==> src/rtl/input_debouncer.sv <==
`default_nettype none
// ============================================================================
// Module   : input_debouncer
// Purpose  : Debounces raw push-buttons using slow_clk rising edges as ticks.
//            Emits clean levels plus one-cycle press/release/auto-repeat pulses.
// Revision : 1.0  initial release
// ============================================================================
module input_debouncer #(
    parameter int N_BTN        = 4,
    parameter int STABLE_TICKS = 4,
    parameter int REPEAT_DELAY = 0,
    parameter int REPEAT_RATE  = 2
) (
    input  logic             clk_in,
    input  logic             reset,
    input  logic             slow_clk,
    input  logic [N_BTN-1:0] btn_raw,
    output logic [N_BTN-1:0] btn_level,
    output logic [N_BTN-1:0] btn_press,
    output logic [N_BTN-1:0] btn_release,
    output logic             tick
);

    localparam logic [3:0] c_stable     = 4'(STABLE_TICKS);
    localparam logic [7:0] c_rpt_delay  = 8'(REPEAT_DELAY);
    localparam logic [7:0] c_rpt_reload = (REPEAT_RATE >= REPEAT_DELAY) ? 8'd0
                                          : 8'(REPEAT_DELAY - REPEAT_RATE);
    localparam bit         c_rpt_en     = (REPEAT_DELAY > 0);

    logic             r_slow_s1;
    logic             r_slow_s2;
    logic             r_slow_prev;
    logic             r_tick;
    logic             w_tick;
    logic [N_BTN-1:0] r_btn_s1;
    logic [N_BTN-1:0] r_btn_sync;

    // slow_clk is sampled as data; the edge detector drives all debounce state
    assign w_tick = r_slow_s2 & ~r_slow_prev;
    assign tick   = r_tick;

    always_ff @(posedge clk_in) begin
        if (reset) begin
            r_slow_s1   <= 1'b0;
            r_slow_s2   <= 1'b0;
            r_slow_prev <= 1'b0;
            r_tick      <= 1'b0;
            r_btn_s1    <= '0;
            r_btn_sync  <= '0;
        end else begin
            r_slow_s1   <= slow_clk;
            r_slow_s2   <= r_slow_s1;
            r_slow_prev <= r_slow_s2;
            r_tick      <= w_tick;
            r_btn_s1    <= btn_raw;
            r_btn_sync  <= r_btn_s1;
        end
    end

    generate
        for (genvar i = 0; i < N_BTN; i++) begin : g_btn
            logic [3:0] r_stable_cnt;
            logic [7:0] r_rpt_cnt;
            logic       r_level;
            logic       r_press;
            logic       r_release;
            logic       w_differs;
            logic       w_flip;
            logic       w_rpt_hit;

            assign w_differs = r_btn_sync[i] ^ r_level;
            assign w_flip    = w_tick & w_differs & ((r_stable_cnt + 4'd1) == c_stable);
            // >= rather than == keeps a stray count from ever skipping the reload
            assign w_rpt_hit = c_rpt_en & r_level & w_tick & ~w_flip
                               & (r_rpt_cnt >= (c_rpt_delay - 8'd1));

            always_ff @(posedge clk_in) begin
                if (reset) begin
                    r_stable_cnt <= 4'd0;
                    r_rpt_cnt    <= 8'd0;
                    r_level      <= 1'b0;
                    r_press      <= 1'b0;
                    r_release    <= 1'b0;
                end else begin
                    r_press   <= (w_flip & ~r_level) | w_rpt_hit;
                    r_release <= w_flip & r_level;
                    if (w_flip) begin
                        r_level <= ~r_level;
                    end
                    if (w_tick) begin
                        if (!w_differs || w_flip) begin
                            r_stable_cnt <= 4'd0;
                        end else begin
                            r_stable_cnt <= r_stable_cnt + 4'd1;
                        end
                    end
                    if (!c_rpt_en || !r_level || w_flip) begin
                        r_rpt_cnt <= 8'd0;
                    end else if (w_rpt_hit) begin
                        r_rpt_cnt <= c_rpt_reload;
                    end else if (w_tick) begin
                        r_rpt_cnt <= r_rpt_cnt + 8'd1;
                    end
                end
            end

            assign btn_level[i]   = r_level;
            assign btn_press[i]   = r_press;
            assign btn_release[i] = r_release;
        end
    endgenerate

endmodule
`default_nettype wire

==> config.mk <==
export PLATFORM = sky130hd
export DESIGN_NAME = input_debouncer
export DESIGN_NICKNAME = d
export VERILOG_FILES = /design/src/rtl/input_debouncer.sv
export SDC_FILE = /design/constraint.sdc
export NUM_CORES = 1
export LEC_CHECK = 0
export ABC_AREA = 1
export ABC_CLOCK_PERIOD_IN_PS = 1970
export BUFFER_PORTS_ARGS = -buffer_cell sky130_fd_sc_hd__buf_4
export CAP_MARGIN = 20
export CORE_ASPECT_RATIO = 2
export CORE_MARGIN = 2
export CORE_UTILIZATION = 35
export CTS_BUF_LIST = sky130_fd_sc_hd__clkbuf_4 sky130_fd_sc_hd__clkbuf_8
export DETAILED_ROUTE_END_ITERATION = 16
export SLEW_MARGIN = 20
export SYNTH_ARGS = -nofsm -noshare
export SYNTH_HDL_FRONTEND = slang
export SYNTH_SLANG_ARGS = --single-unit
==> constraint.sdc <==
create_clock -name clk_in -period 1.97 [get_ports clk_in]
set_input_delay 0.0985 -clock clk_in [delete_from_list [all_inputs] [get_ports clk_in]]
set_output_delay 0.0985 -clock clk_in [all_outputs]
set_load 0.01 [all_outputs]
**After elaboration in Yosys (flattened, before gate mapping)**

Index checks and enable logic that the tools add are counted.

- Input bits: 7
- Memories kept: 0
- Register bits after elaboration: 40
- Output and inout bits: 13
- RAM bits: 0
- Word-level logic and storage cells: 68
- Bits in read-only memories: 0
- Latch bits: 0

- Bitwise operators: 26
- Reductions and logical operators: 8
- $lt $le $gt $ge: 0
- Divide/modulo/power cells: 0
- Multipliers: 0
- Add/subtract/negate cells: 4
- Shift-type cells: 0
- Multiplexer cells: 4
- Equality and inequality tests: 4

Operators by type and width:

| operator | count |
|---|---|
| AND 1 bit | 17 |
| adder 4 x 1 -> 4 bit, second input constant | 4 |
| == test 4 x 3 -> 1 bit, second input constant | 4 |
| 2-to-1 mux 4 bit | 4 |
| NOT 1 bit | 5 |
| zero test 1 bit | 4 |
| logical OR 1 bit | 4 |
| bitwise XOR 1 bit | 4 |

**Longest topological paths before layout**

- Depth in word-level cells: 6
- Depth in mapped cells: 8
- Gate-level depth less buffers: 8

**Worst setup path before layout**

No wires, ideal clock.

- Path kind: register -> register
- Start: register g_btn[3].r_stable_cnt[0]
- End: register g_btn[3].r_stable_cnt[2]
- Period minus slack after synthesis: 1.169 ns
- Buffers on the path: 0
- Cell stages (with the launch flop): 9
- Library setup time: 0.123 ns
- Slack: 0.801 ns
- Data required time: 1.847 ns
- Data arrival time: 1.046 ns
- Cells stage by stage: dfxtp_1 > ha_1 > inv_1 > nand2_1 > nand3_2 > nor2_2 > nand2_2 > nand3_1 > a21oi_1

- Cells in the longest elaborated chain, start to end: 5

RTL lines:

| element | line | RTL |
|---|---|---|
| from (decl) | 62 | `logic [3:0] r_stable_cnt;` |
| from (signal assigned) | 94 | `r_stable_cnt <= r_stable_cnt + 4'd1;` |
| adder 4 x 1 -> 4 bit * | 72, 94 |  |
| == test 4 x 3 -> 1 bit | 72 | `assign w_flip = w_tick & w_differs & ((r_stable_cnt + 4'd1) == c_stable);` |
| AND 1 bit | 72 |  |
| logical OR 1 bit | 91 | `if (!w_differs \|\| w_flip) begin` |
| 2-to-1 mux 4 bit * | 91 |  |

Every way passes the cells marked *; elsewhere a longest branch is shown, timed or not.
A chain may end at the register's enable or synchronous reset.

**Final worst setup path**

- Start: register g_btn[1].r_stable_cnt[0]
- End: register g_btn[1].r_level

- Cells in the longest elaborated chain, start to end: 3

RTL lines:

| element | line | RTL |
|---|---|---|
| from (decl) | 62 |  |
| from (signal assigned) | 94 |  |
| adder 4 x 1 -> 4 bit | 72 |  |
| == test 4 x 3 -> 1 bit | 72 |  |
| AND 1 bit | 72 |  |
| to (signal assigned) | 88 | `r_level <= ~r_level;` |
| to (decl) | 64 | `logic r_level;` |

Every way passes these cells.

==> run_results.csv <==
group,metric,value,unit
run_status,run_status,"completed",
detailed_routing,firstDrtPassIters,4,
clocking,clk_transition_reported_paths,0.07,ns
synthesis,synth-warning-count,0,
sta,finalClockSkew,0.00619,ns
placement,placed_cells_incl_taps,300,
sta,grt_setup_unrepaired,"false",
synthesis,yosys_register_bits,40,
grt,grtUsageTotal,12.5,%
synthesis,syn_avg_cell_area,7.75,µm²
clocking,clock_tree_from_tritoncts,"yes",
synthesis,ys_seq_area_share,42.9,%
die,die_height,107,µm
die,dieWidth,55.6,µm
clocking,cts-buffers-inserted,5,
final_layout,layout-area-overhead-vs-synth,12.0,%
grt,grt_first_pass_wirelength,5870,µm
grt,gr-total-overflow,0,
detailed_routing,wire_per_inst,10.5,µm
critical_path,worst_r2r_path_depth,8,
detailed_routing,drt_iter0_drc,31,
critical_path,register_to_register_setup_slack,0.65,ns
clocking,clock-root-buffer,"sky130_fd_sc_hd__clkbuf_8",
critical_path,crit_start,"g_btn[1].r_stable_cnt[0]",
pwr,report.power.total,1.47,mW
critical_path,cp_max_fanout,7,
critical_path,arrival_time_at_the_worst_endpoint,1.50,ns
clocking,ctsResizeCount,0,
pwr,total_leakage_power,0.914,nW
placement,dpl.hpwl,2310,µm
pwr,cellPowerDensity,705,nW/µm²
placement,port_buffers,19,
detailed_routing,dr_total_vias,1480,
critical_path,worstReg2RegEnd,"g_btn[1].r_level",
final_layout,multi_input_area,800,µm²
sta,timing.final.hold_violations,0,
critical_path,cpMaxStageDelayCell,"sky130_fd_sc_hd__dfxtp_1",
die,floorplan.initialDensity,36.3,%
detailed_routing,route.antenna.remaining_nets,0,
detailed_routing,avgViaCountPerCell,4.74,
placement,dp_slack,0.647,ns
final_layout,post-route-cell-area,2090,µm²
die,core-area,5140,µm²
die,ioPinCount,20,
clocking,ctsLongestPathBuffers,2,
grt,grt_max_degree,30,
detailed_routing,postRouteWirelength,3270,µm
sta,final-max-slew-violation-count,0,
final_layout,layout.cells.most_common_list,"sky130_fd_sc_hd__dfxtp_1 (40), sky130_fd_sc_hd__nand2_1 (39), sky130_fd_sc_hd__inv_1 (35)",
synthesis,synth_cell_types,21,
die,fp.dieArea,5970,µm²
synthesis,netlist_instances,241,
job,drv.max_cap_violation_count,0,
final_layout,layout-drive-gt1-share,18.9,%
critical_path,setup.worst_path.class,"reg2reg",
sta,fin_tns_setup,0,ns
placement,detailed_place.area,1960,µm²
sta,period_needed,1.32,ns
clocking,cts_sinks,40,
placement,gpl.final_weighted_congestion,0.691,
final_layout,register_area,801,µm²
critical_path,timing.critical_path.to,"g_btn[1].r_level",
sta,timing.final.ws_setup,0.654,ns
sta,setup_viol_count_final,0,
pwr,irDropWorstVdd,0.435,mV
synthesis,post_synth_instance_area,1870,µm²
sta,slew-limit-headroom,69.9,%
critical_path,critical-path-max-stage-delay,0.42,ns
final_layout,finish.cell_count_without_fillers,312,
die,rows,37,
min_path,hold_path.class,"in2reg",
critical_path,data_required_critical_path,2.16,ns
detailed_routing,post-route-drc-count,0,
grt,antenna_violations_before_repair,0,
synthesis,synth_nets,256,
final_layout,mostFrequentLayoutCell,"sky130_fd_sc_hd__dfxtp_1",
clocking,insertion_delay,0.30,ns
final_layout,antennaDiodeCount,0,
clocking,clock_tree.htree_level_count,2,
grt,grt_pass1_vias,1383,
critical_path,crit_path_cell_trace,"ha_1 -> inv_1 -> nand2_1 -> nand3_2 -> nor2_2 -> nand2_2 -> nand3_1 -> o21ai_1",
final_layout,layout.nets,268,
sta,worst_pin_slew,0.450,ns
critical_path,timing.critical_path.to_type,"flip-flop",
final_layout,n_fill_cell,541,
sta,final_period_utilization,66.8,%
critical_path,worst_r2r_startpoint,"g_btn[1].r_stable_cnt[0]",
critical_path,setup.worst_path.start_class,"flip-flop",
sta,max_freq,760,MHz
==> power by group <==
group | total, mW | leakage (nW) | internal [mW] | switching, mW
Combinational | 0.0745 | 0.538 | 0.0291 | 0.0454
Clock | 0.565 | 0.0510 | 0.279 | 0.285
Sequential | 0.836 | 0.325 | 0.824 | 0.0112
Total | 1.47 | 0.914 | 1.13 | 0.342
==> sequential cells by signal, summed over array words and instances (netlist names) <==
register,flops
r_slow_prev,1
g_btn.r_level,4
tick,1
r_btn_sync,4
r_btn_s1,4
g_btn.r_press,4
g_btn.r_stable_cnt,16
r_slow_s2,1
g_btn.r_release,4
r_slow_s1,1
==> layer usage <==
layer / GRT usage, % / share of wire [%]
met1: 12.5 / 38
met2: 23.1 / 56
met3: 2.52 / 2.1
met4: 7.84 / 3.1
met5: 0 / 0
==> Yosys cell counts (all sizes together) <==
cell type,instances,area (µm²)
nor3,5,50.1
nand2,43,171
o21a,1,7.51
nand3,29,165
inv,38,143
nor2,24,116
a21oi,16,80.1
nand4,7,43.8
buf,17,120
ha,8,100
dfxtp,40,801
o21ai,8,40.0
and2,4,25.0
clkbuf,1,3.75
==> logic make-up after synthesis <==
family                   count (synthesis)  synth area share, %
AO/OA/AOI/OAI                           25                 6.84
buffers and inverters                   56                 14.3
AND/OR/NAND/NOR                        112                 30.6
adder cells (fa/ha/maj)                  8                 5.36
flip-flops                              40                 42.9
==> per-stage QoR <==
step | util [%] | hold slack (ns)
2_1_floorplan | - | 0.205
3_3_place_gp | 38.1 | 0.300
3_5_place_dp | 38.1 | 0.307
4_1_cts | 40.7 | 0.000955
5_1_grt | 40.7 | 0.0379
6_report | 40.7 | 0.0109
==> worst max-delay path: cells and delay by family, from the launching register on <==
| family | cells | cell delay, ns |
|---|---|---|
| simple gates | 5 | 0.47 |
| compound gates | 1 | 0.07 |
| buf+inv | 1 | 0.04 |
| flops | 1 | 0.42 |
| fa+ha+maj | 1 | 0.20 |
==> worst min-delay path by stage <==
stage	slack, ns	startpoint	depth (start not counted)	end
2_1_floorplan	0.21	btn_raw[0]	2	r_btn_s1[0]
3_3_place_gp	0.30	btn_raw[2]	3	r_btn_s1[2]
3_5_place_dp	0.31	btn_raw[2]	3	r_btn_s1[2]
4_1_cts	0.001	btn_raw[3]	3	r_btn_s1[3]
5_1_grt	0.04	btn_raw[3]	3	r_btn_s1[3]
6_report	0.01	btn_raw[3]	3	r_btn_s1[3]
==> final cells by class <==
class                           count  area share, %
Tap cell                           58           3.47
Sequential cell                    40           38.3
Inverter                           38           6.82
Timing Repair Buffer               23           8.74
Clock inverter                      2          0.479
Multi-Input combinational cell    145           38.2
Clock buffer                        6           3.95
==> timing repair <==
item                      CTS  global route
buffers inserted            0             0
hold endpoints to repair    4             0
hold buffers                4             0
(Power assumes the default switching activity.)
